## config.mk

```make
export PLATFORM = sky130hd
export DESIGN_NAME = fb_scanout_flat
export DESIGN_NICKNAME = d
export VERILOG_FILES = /design/src/rtl/fb_scanout_pkg.sv /design/src/rtl/fb_scanout_if.sv /design/src/rtl/fb_scanout_timing.sv /design/src/rtl/fb_scanout.sv /design/src/flat_wrapper.sv
export SDC_FILE = /design/constraint.sdc
export NUM_CORES = 1
export LEC_CHECK = 0
export CORE_MARGIN = 1.5
export CORE_UTILIZATION = 40
export DETAILED_ROUTE_END_ITERATION = 10
export SLEW_MARGIN = 30
export SYNTH_ARGS = -nofsm -noshare
export SYNTH_HDL_FRONTEND = slang
export SYNTH_SLANG_ARGS = --single-unit
```

## constraint.sdc

```tcl
create_clock -name clk -period 2.7 [get_ports clk]
set_input_delay 0.54 -clock clk [delete_from_list [all_inputs] [get_ports clk]]
set_output_delay 0.54 -clock clk [all_outputs]
set_load 0.02 [all_outputs]
```

## src/rtl/fb_scanout_pkg.sv

```systemverilog
// Shared VGA / framebuffer definitions: 640x480@60 timing, framebuffer geometry,
// RGB565 field layout (also used by the render blocks) and the pixel-slot phase type.
package vga_pkg;

  localparam int unsigned H_ACTIVE = 640;
  localparam int unsigned H_FP     = 16;
  localparam int unsigned H_SYNC   = 96;
  localparam int unsigned H_BP     = 48;
  localparam int unsigned V_ACTIVE = 480;
  localparam int unsigned V_FP     = 10;
  localparam int unsigned V_SYNC   = 2;
  localparam int unsigned V_BP     = 33;

  localparam int unsigned H_TOTAL = H_ACTIVE + H_FP + H_SYNC + H_BP;
  localparam int unsigned V_TOTAL = V_ACTIVE + V_FP + V_SYNC + V_BP;

  localparam int unsigned FB_W  = H_ACTIVE;
  localparam int unsigned FB_H  = V_ACTIVE;
  localparam int unsigned FB_AW = 19;

  localparam int unsigned R_MSB = 15;
  localparam int unsigned R_LSB = 11;
  localparam int unsigned G_MSB = 10;
  localparam int unsigned G_LSB = 5;
  localparam int unsigned B_MSB = 4;
  localparam int unsigned B_LSB = 0;

  typedef logic [15:0] rgb565_t;

  typedef struct packed {
    logic [3:0] r;
    logic [3:0] g;
    logic [3:0] b;
  } rgb444_t;

  // Four clk per pixel slot; names describe what happens on the edge ending each phase.
  typedef enum logic [1:0] {
    PH_ISSUE  = 2'd0,
    PH_STROBE = 2'd1,
    PH_DATA   = 2'd2,
    PH_PIX    = 2'd3
  } phase_e;

endpackage

```

## src/rtl/fb_scanout_if.sv

```systemverilog
// Framebuffer RAM read port: scanout drives address/strobe, RAM returns data one clk later.
interface fb_scanout_if;
  import vga_pkg::*;

  logic [FB_AW-1:0] src_addr;
  logic             src_rd;
  rgb565_t          src_data;

  modport master (output src_addr, output src_rd, input src_data);
  modport slave  (input src_addr, input src_rd, output src_data);
endinterface

```

## src/rtl/fb_scanout_timing.sv

```systemverilog
// VGA raster timing: pixel-slot phase plus horizontal/vertical counters, with decoded
// active/sync/blank/wrap flags for the current counter position.
module vga_timing
  import vga_pkg::*;
#(
  parameter int unsigned H_VIS    = H_ACTIVE,
  parameter int unsigned H_FPORCH = H_FP,
  parameter int unsigned H_SYNCW  = H_SYNC,
  parameter int unsigned H_BPORCH = H_BP,
  parameter int unsigned V_VIS    = V_ACTIVE,
  parameter int unsigned V_FPORCH = V_FP,
  parameter int unsigned V_SYNCW  = V_SYNC,
  parameter int unsigned V_BPORCH = V_BP
) (
  input  logic   clk,
  input  logic   rstn,
  output phase_e phase_o,
  output logic   pix_en_o,
  output logic   active_o,
  output logic   hs_raw_o,
  output logic   vs_raw_o,
  output logic   vblank_raw_o,
  output logic   frame_wrap_o
);

  localparam int unsigned H_TOT = H_VIS + H_FPORCH + H_SYNCW + H_BPORCH;
  localparam int unsigned V_TOT = V_VIS + V_FPORCH + V_SYNCW + V_BPORCH;
  localparam int unsigned HW    = $clog2(H_TOT + 1);
  localparam int unsigned VW    = $clog2(V_TOT + 1);

  localparam logic [HW-1:0] H_LAST  = HW'(H_TOT - 1);
  localparam logic [HW-1:0] H_VIS_C = HW'(H_VIS);
  localparam logic [HW-1:0] HS_BEG  = HW'(H_VIS + H_FPORCH);
  localparam logic [HW-1:0] HS_END  = HW'(H_VIS + H_FPORCH + H_SYNCW);
  localparam logic [VW-1:0] V_LAST  = VW'(V_TOT - 1);
  localparam logic [VW-1:0] V_VIS_C = VW'(V_VIS);
  localparam logic [VW-1:0] VS_BEG  = VW'(V_VIS + V_FPORCH);
  localparam logic [VW-1:0] VS_END  = VW'(V_VIS + V_FPORCH + V_SYNCW);

  phase_e          phase_q, phase_d;
  logic [HW-1:0]   hcnt_q, hcnt_d;
  logic [VW-1:0]   vcnt_q, vcnt_d;

  always_ff @(posedge clk or negedge rstn) begin
    if (!rstn) begin
      phase_q <= PH_ISSUE;
      hcnt_q  <= '0;
      vcnt_q  <= '0;
    end else begin
      phase_q <= phase_d;
      hcnt_q  <= hcnt_d;
      vcnt_q  <= vcnt_d;
    end
  end

  always_comb begin
    phase_d = phase_q;
    hcnt_d  = hcnt_q;
    vcnt_d  = vcnt_q;
    case (phase_q)
      PH_ISSUE:  phase_d = PH_STROBE;
      PH_STROBE: phase_d = PH_DATA;
      PH_DATA:   phase_d = PH_PIX;
      PH_PIX: begin
        phase_d = PH_ISSUE;
        if (hcnt_q == H_LAST) begin
          hcnt_d = '0;
          vcnt_d = (vcnt_q == V_LAST) ? '0 : vcnt_q + 1'b1;
        end else begin
          hcnt_d = hcnt_q + 1'b1;
        end
      end
      default:   phase_d = PH_ISSUE;
    endcase
  end

  always_comb begin
    phase_o      = phase_q;
    pix_en_o     = (phase_q == PH_PIX);
    active_o     = (hcnt_q < H_VIS_C) && (vcnt_q < V_VIS_C);
    hs_raw_o     = !((hcnt_q >= HS_BEG) && (hcnt_q < HS_END));
    vs_raw_o     = !((vcnt_q >= VS_BEG) && (vcnt_q < VS_END));
    vblank_raw_o = (vcnt_q >= V_VIS_C);
    frame_wrap_o = (hcnt_q == H_LAST) && (vcnt_q == V_LAST);
  end

endmodule

```

## src/rtl/fb_scanout.sv

```systemverilog
// Framebuffer scanout: one RAM read per visible pixel at 25 MHz pixel rate, RGB565 to
// 12-bit colour, with sync/blank registered in the same slot as the colour they frame.
module fb_scanout
  import vga_pkg::*;
#(
  parameter int unsigned H_VIS    = H_ACTIVE,
  parameter int unsigned H_FPORCH = H_FP,
  parameter int unsigned H_SYNCW  = H_SYNC,
  parameter int unsigned H_BPORCH = H_BP,
  parameter int unsigned V_VIS    = V_ACTIVE,
  parameter int unsigned V_FPORCH = V_FP,
  parameter int unsigned V_SYNCW  = V_SYNC,
  parameter int unsigned V_BPORCH = V_BP
) (
  input  logic         clk,
  input  logic         rstn,
  fb_scanout_if.master src,
  output logic         vga_hs,
  output logic         vga_vs,
  output logic [3:0]   vga_r,
  output logic [3:0]   vga_g,
  output logic [3:0]   vga_b,
  output logic         vblank,
  output logic         frame_start
);

  phase_e phase;
  logic   pix_en, active, hs_raw, vs_raw, vblank_raw, frame_wrap;

  vga_timing #(
    .H_VIS    (H_VIS),
    .H_FPORCH (H_FPORCH),
    .H_SYNCW  (H_SYNCW),
    .H_BPORCH (H_BPORCH),
    .V_VIS    (V_VIS),
    .V_FPORCH (V_FPORCH),
    .V_SYNCW  (V_SYNCW),
    .V_BPORCH (V_BPORCH)
  ) u_timing (
    .clk          (clk),
    .rstn         (rstn),
    .phase_o      (phase),
    .pix_en_o     (pix_en),
    .active_o     (active),
    .hs_raw_o     (hs_raw),
    .vs_raw_o     (vs_raw),
    .vblank_raw_o (vblank_raw),
    .frame_wrap_o (frame_wrap)
  );

  logic [FB_AW-1:0] addr_q, addr_d;
  logic [FB_AW-1:0] src_addr_q, src_addr_d;
  logic             src_rd_q, src_rd_d;
  rgb444_t          pix_q, pix_d;
  rgb444_t          rgb_q, rgb_d;
  logic             hs_q, hs_d, vs_q, vs_d, vblank_q, vblank_d;

  always_ff @(posedge clk or negedge rstn) begin
    if (!rstn) begin
      addr_q     <= '0;
      src_addr_q <= '0;
      src_rd_q   <= 1'b0;
      pix_q      <= '0;
      rgb_q      <= '0;
      hs_q       <= 1'b1;
      vs_q       <= 1'b1;
      vblank_q   <= 1'b0;
    end else begin
      addr_q     <= addr_d;
      src_addr_q <= src_addr_d;
      src_rd_q   <= src_rd_d;
      pix_q      <= pix_d;
      rgb_q      <= rgb_d;
      hs_q       <= hs_d;
      vs_q       <= vs_d;
      vblank_q   <= vblank_d;
    end
  end

  // The strobe is registered out of PH_ISSUE, so the RAM answers during PH_DATA and
  // the word is captured on the edge ending that phase.
  always_comb begin
    addr_d     = addr_q;
    src_addr_d = src_addr_q;
    src_rd_d   = 1'b0;
    pix_d      = pix_q;
    rgb_d      = rgb_q;
    hs_d       = hs_q;
    vs_d       = vs_q;
    vblank_d   = vblank_q;
    if ((phase == PH_ISSUE) && active) begin
      src_rd_d   = 1'b1;
      src_addr_d = addr_q;
      addr_d     = addr_q + 1'b1;
    end
    if (phase == PH_DATA) begin
      pix_d = '{r: src.src_data[R_MSB -: 4],
                g: src.src_data[G_MSB -: 4],
                b: src.src_data[B_MSB -: 4]};
    end
    if (pix_en) begin
      hs_d     = hs_raw;
      vs_d     = vs_raw;
      vblank_d = vblank_raw;
      rgb_d    = active ? pix_q : '0;
      if (frame_wrap) addr_d = '0;
    end
  end

  assign src.src_addr = src_addr_q;
  assign src.src_rd   = src_rd_q;
  assign vga_hs       = hs_q;
  assign vga_vs       = vs_q;
  assign vga_r        = rgb_q.r;
  assign vga_g        = rgb_q.g;
  assign vga_b        = rgb_q.b;
  assign vblank       = vblank_q;
  assign frame_start  = pix_en & frame_wrap;

endmodule

```

## src/flat_wrapper.sv

```systemverilog
// flat-port wrapper written by rule: the top's interface ports become plain ports
module fb_scanout_flat import vga_pkg::*;
#(
  parameter int unsigned H_VIS    = H_ACTIVE,
  parameter int unsigned H_FPORCH = H_FP,
  parameter int unsigned H_SYNCW  = H_SYNC,
  parameter int unsigned H_BPORCH = H_BP,
  parameter int unsigned V_VIS    = V_ACTIVE,
  parameter int unsigned V_FPORCH = V_FP,
  parameter int unsigned V_SYNCW  = V_SYNC,
  parameter int unsigned V_BPORCH = V_BP
)
  (clk, rstn, vga_hs, vga_vs, vga_r, vga_g, vga_b, vblank, frame_start, src_src_addr, src_src_rd, src_src_data);
  fb_scanout_if src_i ();
  input  logic clk;
  input  logic rstn;
  output logic vga_hs;
  output logic vga_vs;
  output logic [3:0] vga_r;
  output logic [3:0] vga_g;
  output logic [3:0] vga_b;
  output logic vblank;
  output logic frame_start;
  output wire logic [$bits(src_i.src_addr)-1:0] src_src_addr;
  output wire logic [$bits(src_i.src_rd)-1:0] src_src_rd;
  input wire logic [$bits(src_i.src_data)-1:0] src_src_data;
  assign src_src_addr = src_i.src_addr;
  assign src_src_rd = src_i.src_rd;
  assign src_i.src_data = src_src_data;
  fb_scanout #(.H_VIS(H_VIS), .H_FPORCH(H_FPORCH), .H_SYNCW(H_SYNCW), .H_BPORCH(H_BPORCH), .V_VIS(V_VIS), .V_FPORCH(V_FPORCH), .V_SYNCW(V_SYNCW), .V_BPORCH(V_BPORCH)) u_core (.clk(clk), .rstn(rstn), .src(src_i), .vga_hs(vga_hs), .vga_vs(vga_vs), .vga_r(vga_r), .vga_g(vga_g), .vga_b(vga_b), .vblank(vblank), .frame_start(frame_start));
endmodule
```

# Yosys cells after proc, flatten, opt, wreduce, memory -nomap -nowiden
# Cells that the tools add are included.
[classes] n_reduce_logical=9 n_addsub=3 n_lt_le_gt_ge=7 n_bitwise=1 eq_ne=5 muxes=8
[op_table] operator="19-bit 2-to-1 mux" count=3
[op_table] operator="10-bit by 1-bit adder with 10-bit output, second input constant" count=2
[op_table] operator="10-bit == test, second input constant" count=2
[op_table] operator="10-bit by 9-bit greater-or-equal comparator with 1-bit output, second input constant" count=2
[op_table] operator="10-bit < comparator, second input constant" count=2
[op_table] operator="10-bit by 9-bit < comparator with 1-bit output, second input constant" count=2
[op_table] operator="10-bit 2-to-1 mux" count=2
[op_table] operator="19-bit by 1-bit adder with 19-bit output, second input constant" count=1
[op_table] operator="12-bit 2-to-1 mux" count=1
[op_table] operator="10-bit greater-or-equal comparator, second input constant" count=1
[op_table] operator="2-bit case mux with 4 select lines" count=1
[op_table] operator="1-bit logical AND" count=5
[op_table] operator="2-bit == test, second input constant" count=2
[op_table] operator="2-bit by 1-bit == test with 1-bit output, second input constant" count=1
[op_table] operator="1-bit zero test" count=2
[op_table] operator="2-bit zero test" count=1
[op_table] operator="2-bit AND reduction" count=1
[op_table] operator="1-bit AND" count=1
[op_table] operator="1-bit 2-to-1 mux" count=1
[totals] output_inout_bits=36 in_bits=18 reg_bits=88

# Depth between registers and ports, before layout
# Gate-level depths: netlist (run 1).
[logic_depth] ltp_word=6 mapped_depth=7

# Cells and area by module
# A second synthesis (run 1) with hierarchy kept.
[hier_totals] hier_cells=396 area_unflattened_um2=4020.1
[by_module_without_submodules] module="fb_scanout" instances=1 seq_area_each_um2=1654.1 cells_each=266 area_per_inst_um2=2742.6
[by_module_without_submodules] module="vga_timing" instances=1 seq_area_each_um2=550.5 cells_each=130 area_per_inst_um2=1277.5

# Least setup slack after synthesis (run 1)
# OpenSTA, ideal clock, no wires.
[synth_path] path_type="register to output" startpoint="reg u_core.u_timing.hcnt_q[5]" endpoint="out frame_start" stages_incl_launch_ff=6 t_required_ps=2160 t_arrival_ps=1716 n_path_buf=2 slack_ps=444 cell_sequence="dfrtp_1 > or4b_1 > buf_2 > or3_4 > nor2_4 > buf_6"
[synth_between] elab_chain_cells=3
[synth_lines] element="start, declared" line_no="fb_scanout_timing.sv:41" text="logic [HW-1:0] hcnt_q, hcnt_d;"
[synth_lines] element="start signal, assigned" line_no="fb_scanout_timing.sv:51" text="hcnt_q <= hcnt_d;"
[synth_lines] element="10-bit == test" line_no="fb_scanout_timing.sv:84" text="frame_wrap_o = (hcnt_q == H_LAST) && (vcnt_q == V_LAST);"
[synth_lines] element="1-bit logical AND" line_no="fb_scanout_timing.sv:84"
[synth_lines] element="1-bit AND" line_no="fb_scanout.sv:118" text="assign frame_start = pix_en & frame_wrap;"
[synth_lines] element="end, declared" line_no="flat_wrapper.sv:23" text="output logic frame_start;"
# Every way passes these cells.

# Worst setup path in the final report (run 1)
[layout_path] startpoint="reg u_core.u_timing.hcnt_q[6]" endpoint="out frame_start"
# Same word-level chain as after synthesis.

==> results of run 1 <==
[power breakdown]
| group | internal (mW) | leakage [nW] | switching (mW) |
|---|---|---|---|
| Clock | 0.561 | 0.119 | 0.489 |
| Combinational | 0.0480 | 0.856 | 0.0468 |
| Sequential | 1.34 | 1.12 | 0.00997 |
[worst register-to-register path, cell delays in order, from the launching register on]
cell and delay, ns:
dfrtp_1 0.39, inv_1 0.09, ha_1 0.31, inv_1 0.09
or4_1 0.61, or4_1 0.43, a21oi_1 0.17
[kinds of logic (layout without fill, tap and decap cells)]
group / Yosys count / after routing / share of synthesized area (%)
adders and majority gates: 9 / 9 / 2.86
buffers and inverters: 24 / 92 / 2.93
xor gates and xnor gates: 21 / 21 / 4.68
DFF: 88 / 88 / 56.1
and+or+nand+nor: 108 / 108 / 15.5
AOI/OAI and AO/OA: 51 / 51 / 8.94
muxes: 32 / 32 / 9.07
[worst max-delay path by stage]
stage                                               start     endpoint  depth (start not counted)
floorplan           u_core.u_timing.hcnt_q[5]$_DFFE_PN0N_  frame_start                          5
detailed placement  u_core.u_timing.hcnt_q[6]$_DFFE_PN0N_  frame_start                          4
global placement    u_core.u_timing.hcnt_q[6]$_DFFE_PN0N_  frame_start                          4
global route        u_core.u_timing.hcnt_q[6]$_DFFE_PN0N_  frame_start                          4
CTS                 u_core.u_timing.hcnt_q[6]$_DFFE_PN0N_  frame_start                          4
finish              u_core.u_timing.hcnt_q[6]$_DFFE_PN0N_  frame_start                          4
[timing repair]
item                                    CTS  global route
hold buffers                              0             0
pin swaps                                 0             0
setup buffers                             0             0
endpoints found under the setup margin    1             1
resized for setup                         1             2
[sequential cells by signal (all words and copies together) (netlist names), 2 cells and up]
| name | cells |
|---|---|
| u_core.addr_q | 19 |
| u_core.pix_q | 12 |
| u_core.src.src_addr | 19 |
| u_core.u_timing.hcnt_q | 10 |
| u_core.u_timing.phase_o | 2 |
| u_core.u_timing.vcnt_q | 10 |
| u_core.vga_b | 4 |
| u_core.vga_g | 4 |
| u_core.vga_r | 4 |
[placed cells by master, fill, tap and decap left out, drive strengths merged, types with 12 or more instances in the layout]
cell type | synthesis | final
dfrtp | 86 | 86
clkdlybuf4s50 | 0 | 47
mux2 | 29 | 29
nor2 | 22 | 22
xnor2 | 16 | 16
buf | 10 | 16
nand3 | 15 | 15
nand2 | 15 | 15
inv | 12 | 15
a21oi | 13 | 13
a22o | 13 | 13
nand4 | 12 | 12
o21ai | 12 | 12
[routing by layer]
metal / GRT usage, % / part of all wire (%)
met5: 0 / 0
met4: 8.01 / 2.1
met3: 5.06 / 5.0
met2: 25.1 / 46
met1: 21.1 / 47
[through the flow]
stage / instances / utilization [%] / hold slack [ns]
global placement: 518 / 48.2 / 0.460
global route: 534 / 50.5 / 0.202
floorplan: 333 / - / 0.244
detailed placement: 518 / 48.2 / 0.469
finish: 534 / 50.5 / 0.159
CTS: 534 / 50.6 / 0.175
[cell type report]
class / instances / area, sq um
Clock inverter: 6 / 97.6
Clock buffer: 10 / 138
Multi-Input combinational cell: 221 / 1610
Inverter: 12 / 45.0
Fill cell: 902 / 4770
Sequential cell: 88 / 2200
Timing Repair Buffer: 64 / 608
Tap cell: 133 / 166
==> flow_summary.json, run 1 <==
{
  "outcome": "finished, final reports clean",
  "yosys_warnings": 0,
  "max_slew_margin_pct": 52.4,
  "die-area_sq_mm": 0.0104,
  "hold_viol": 0,
  "synthTopCellsByCount": "dfrtp_1, mux2_2, nor2_1",
  "crit_chain": "or4b_1, or3_4, nor2_4, clkbuf_2",
  "tns_ns": 0,
  "synthesis.area_sq_mm": 0.00393,
  "grt_pass1_vias": 2679,
  "coreArea_sq_mm": 0.00964,
  "vias": 2703,
  "synth_nets": 360,
  "cts_root_buf": "clkbuf_8",
  "yosys.area.top_type_share_pct": 54.7,
  "htree_levels": 3,
  "drv_slew": 0,
  "num_antenna_cells": 0,
  "fin_crit_ns": 2.50,
  "powerDensity_mw_per_mm2": 511,
  "p_total_mw": 2.49,
  "clock_sinks": 88,
  "clockBufferDepth": 2,
  "cp-end-kind": "output port",
  "first_pass_iters": 4,
  "cts-buffers-inserted": 9,
  "fin_ws_ns": 0.205,
  "start_kind": "flop",
  "synth_edf_count": 0,
  "antenna_found_initial": 0,
  "worst_ep_arrival_time_ns": 1.96,
  "cp_slowest_cell": "or4b_1",
  "synthFlopType": "dfrtp_1",
  "numPortBuffers": 49,
  "rows": 36,
  "gr-total-overflow": 0,
  "worstSetupPathType": "reg -> out",
  "rr_endpoint": "u_core.addr_q[12]$_DFF_PN0_",
  "clkTransAtPathRegs_ns": 0.09,
  "synthArstFlopShare_pct": 100,
  "grt_max_degree": 47,
  "ys_ff_latch": 88,
  "p_leak_nw": 2.10,
  "ant_nets": 0,
  "yosysMostFrequentCell": "dfrtp_1",
  "drt_iter0_drc": 125,
  "areaGrowthSynthToFinish_pct": 23.9,
  "place_area_sq_mm": 0.00464,
  "worst_pin_slew_ns": 0.708,
  "final_area_sq_mm": 0.00487,
  "wl_per_cell_um": 14.3,
  "fmax_mhz": 401,
  "track_usage_pct": 16.4,
  "die_y_um": 102,
  "dp_hpwl_um": 5360,
  "die_width_um": 102,
  "final_nets": 423,
  "peakVddDrop_mv": 0.284,
  "wirelength_um": 7630,
  "critPathRequiredTime_ns": 2.16,
  "seq_area_frac_synth_pct": 56.1,
  "clk_latency_ns": 0.37,
  "synth_top_cell_by_area": "dfrtp_1",
  "ys_types": 45,
  "r2r_slack_ns": 0.54,
  "cts_tree": "yes",
  "crit_buf_inv": 1,
  "grt_pass1_wl_um": 13000,
  "cp_max_fo": 5,
  "ff2ff_path_depth": 6,
  "cpPeakStageDelay_ns": 0.50,
  "place_ws_ns": 0.146,
  "viasPerCell": 5.06,
  "place_congestion": 0.787,
  "netlist_instances": 333,
  "maxCapViolCount": 0,
  "r2r_start": "u_core.u_timing.phase_o[0]$_DFF_PN0_",
  "skew_ns": 0.0131,
  "finalCritPeriodShare_pct": 92.4,
  "rsz0062_at_grt": "false",
  "drcViolationCount": 0,
  "hp-class": "in -> async",
  "setup_violations": 0,
  "pin_count": 54,
  "postSynthAreaPerCell_sq_um": 11.8,
  "drive_above_1_share_pct": 17.7,
  "synthTopCellsByArea": "dfrtp_1, mux2_2, xnor2_1",
  "start_util_pct": 40.8,
  "crit_family": "simple AND/OR/NAND/NOR gates"
}
Power figures use the tool's default switching activity.
==> inputs of run 2 (changes only) <==
CORE_MARGIN = not set   (was 1.5)
CTS_CLUSTER_SIZE = 14   (was not set)
clock period = 3.09 ns   (was 2.7 ns; I/O delays follow)
==> flow_summary.json, run 2 (synthesized netlist as in run 1, its figures left out) <==
{
  "outcome": "finished, final reports clean",
  "wl_met1_um": 3920,
  "final_area_sq_mm": 0.00480,
  "skew_ns": 0.00878,
  "cp-end-kind": "output port",
  "wl_met2_um": 3600,
  "cts_root_buf": "clkbuf_8",
  "viasPerCell": 5.32,
  "htree_levels": 3,
  "wl_per_cell_um": 15.2,
  "cts-buffers-inserted": 9,
  "grt_pass1_wl_um": 13700,
  "rsz0062_at_grt": "false",
  "areaGrowthSynthToFinish_pct": 22.1,
  "die_width_um": 101,
  "cts_tree": "yes",
  "peakVddDrop_mv": 0.249,
  "place_congestion": 0.762,
  "grt_pass1_vias": 2772,
  "vias": 2798,
  "maxCapViolCount": 0,
  "clkTransAtPathRegs_ns": 0.09,
  "fillers": 868,
  "r2r_slack_ns": 0.73,
  "antenna_found_initial": 0,
  "clock_sinks": 88,
  "track_usage_pct": 17.5,
  "coreArea_sq_mm": 0.00937,
  "gr-total-overflow": 0,
  "r2r_start": "u_core.u_timing.hcnt_q[7]$_DFFE_PN0N_",
  "drive_above_1_share_pct": 16.6,
  "fmax_mhz": 348,
  "tns_ns": 0,
  "final_common_cell": "dfrtp_1",
  "drcViolationCount": 0,
  "hold_buffers": 0,
  "place_area_sq_mm": 0.00461,
  "wirelength_um": 8010,
  "wl_met3_um": 326,
  "critPathRequiredTime_ns": 2.47,
  "hold_viol": 0,
  "worstSetupPathType": "reg -> out",
  "top_layer_used": "met4",
  "layoutNonFillerInstCount": 526,
  "num_antenna_cells": 0,
  "cp_max_fo": 6,
  "p_total_mw": 2.06,
  "rows": 35,
  "rr_endpoint": "u_core.u_timing.vcnt_q[7]$_DFFE_PN0P_",
  "ant_nets": 0,
  "start_util_pct": 42.0,
  "cts_setup_buffers": 0,
  "final_nets": 419,
  "drv_slew": 0,
  "drt_iter0_drc": 98,
  "setup_violations": 0,
  "layout_common_cells": "dfrtp_1, clkdlybuf4s50_1, mux2_2",
  "p_leak_nw": 2.05,
  "die-area_sq_mm": 0.0102,
  "max_slew_margin_pct": 50.4,
  "grt_max_degree": 54,
  "first_pass_iters": 5,
  "ctsResizeCount": 1,
  "placedCellCount": 510,
  "finalCritPeriodShare_pct": 93.0,
  "hp-class": "in -> async",
  "pin_count": 54,
  "cp-startpoint": "u_core.u_timing.hcnt_q[7]$_DFFE_PN0N_",
  "numPortBuffers": 49,
  "worst_pin_slew_ns": 0.738,
  "clk_latency_ns": 0.35,
  "fin_crit_ns": 2.87,
  "ff2ff_path_depth": 6,
  "clockBufferDepth": 2,
  "die_y_um": 101,
  "powerDensity_mw_per_mm2": 429,
  "start_kind": "flop",
  "worst_ep_arrival_time_ns": 2.26,
  "dp_hpwl_um": 5430
}
[run 2: cell types whose count changed in the layout (fill, tap and decap cells not counted), sizes merged]
cell / delta
clkbuf: -2
inv: -2
dlygate4sd2: +1
clkinv: +1
bufinv: -1
buf: -4
clkinvlp: +3
[run 2: critical path, cell delays in order (launching register included)]
cell and delay, ns:
dfrtp_1 0.46, or4b_1 0.56, or3_4 0.38, nor2_4 0.15, dlygate4sd2_1 0.35
[run 2: worst max-delay path by stage]
stage                             end  cells past startpoint  slack (ns)
final                     frame_start                      4        0.22
after global routing      frame_start                      4        0.12
after CTS                 frame_start                      4        0.20
after detailed placement  frame_start                      4        0.34
after global placement    frame_start                      4        0.35
after floorplan           frame_start                      5        0.76
[run 2: layout make-up]
type	instances	area, sq um	area share (%)
clock buffer	9	124	2.58
clock inverter	7	71.3	1.49
inverter	12	45.0	0.938
multi-input combinational	221	1610	33.6
sequential	88	2200	45.9
tap	129	161	3.36
timing repair buffer	60	582	12.1
[run 2: layer usage]
metal	up-vias	global-route usage (%)
met5	-	0
met4	0	7.92
met3	14	3.80
met2	66	25.9
met1	1392	24.6
li1	1326	-
[run 2: metrics by stage]
step | hold WS [ns] | worst slack [ns] | util (%)
2_1_floorplan | 0.322 | 0.756 | -
3_3_place_gp | 0.456 | 0.351 | 49.2
3_5_place_dp | 0.462 | 0.344 | 49.2
4_1_cts | 0.222 | 0.203 | 51.2
5_1_grt | 0.231 | 0.117 | 51.2
6_report | 0.203 | 0.216 | 51.2
[run 2: where the power goes]
group | total (mW) | switching [mW] | internal (mW) | leakage (nW)
sequential | 1.18 | 0.00846 | 1.17 | 1.12
clock | 0.800 | 0.427 | 0.374 | 0.0916
combinational | 0.0830 | 0.0411 | 0.0419 | 0.838
total | 2.06 | 0.476 | 1.58 | 2.05
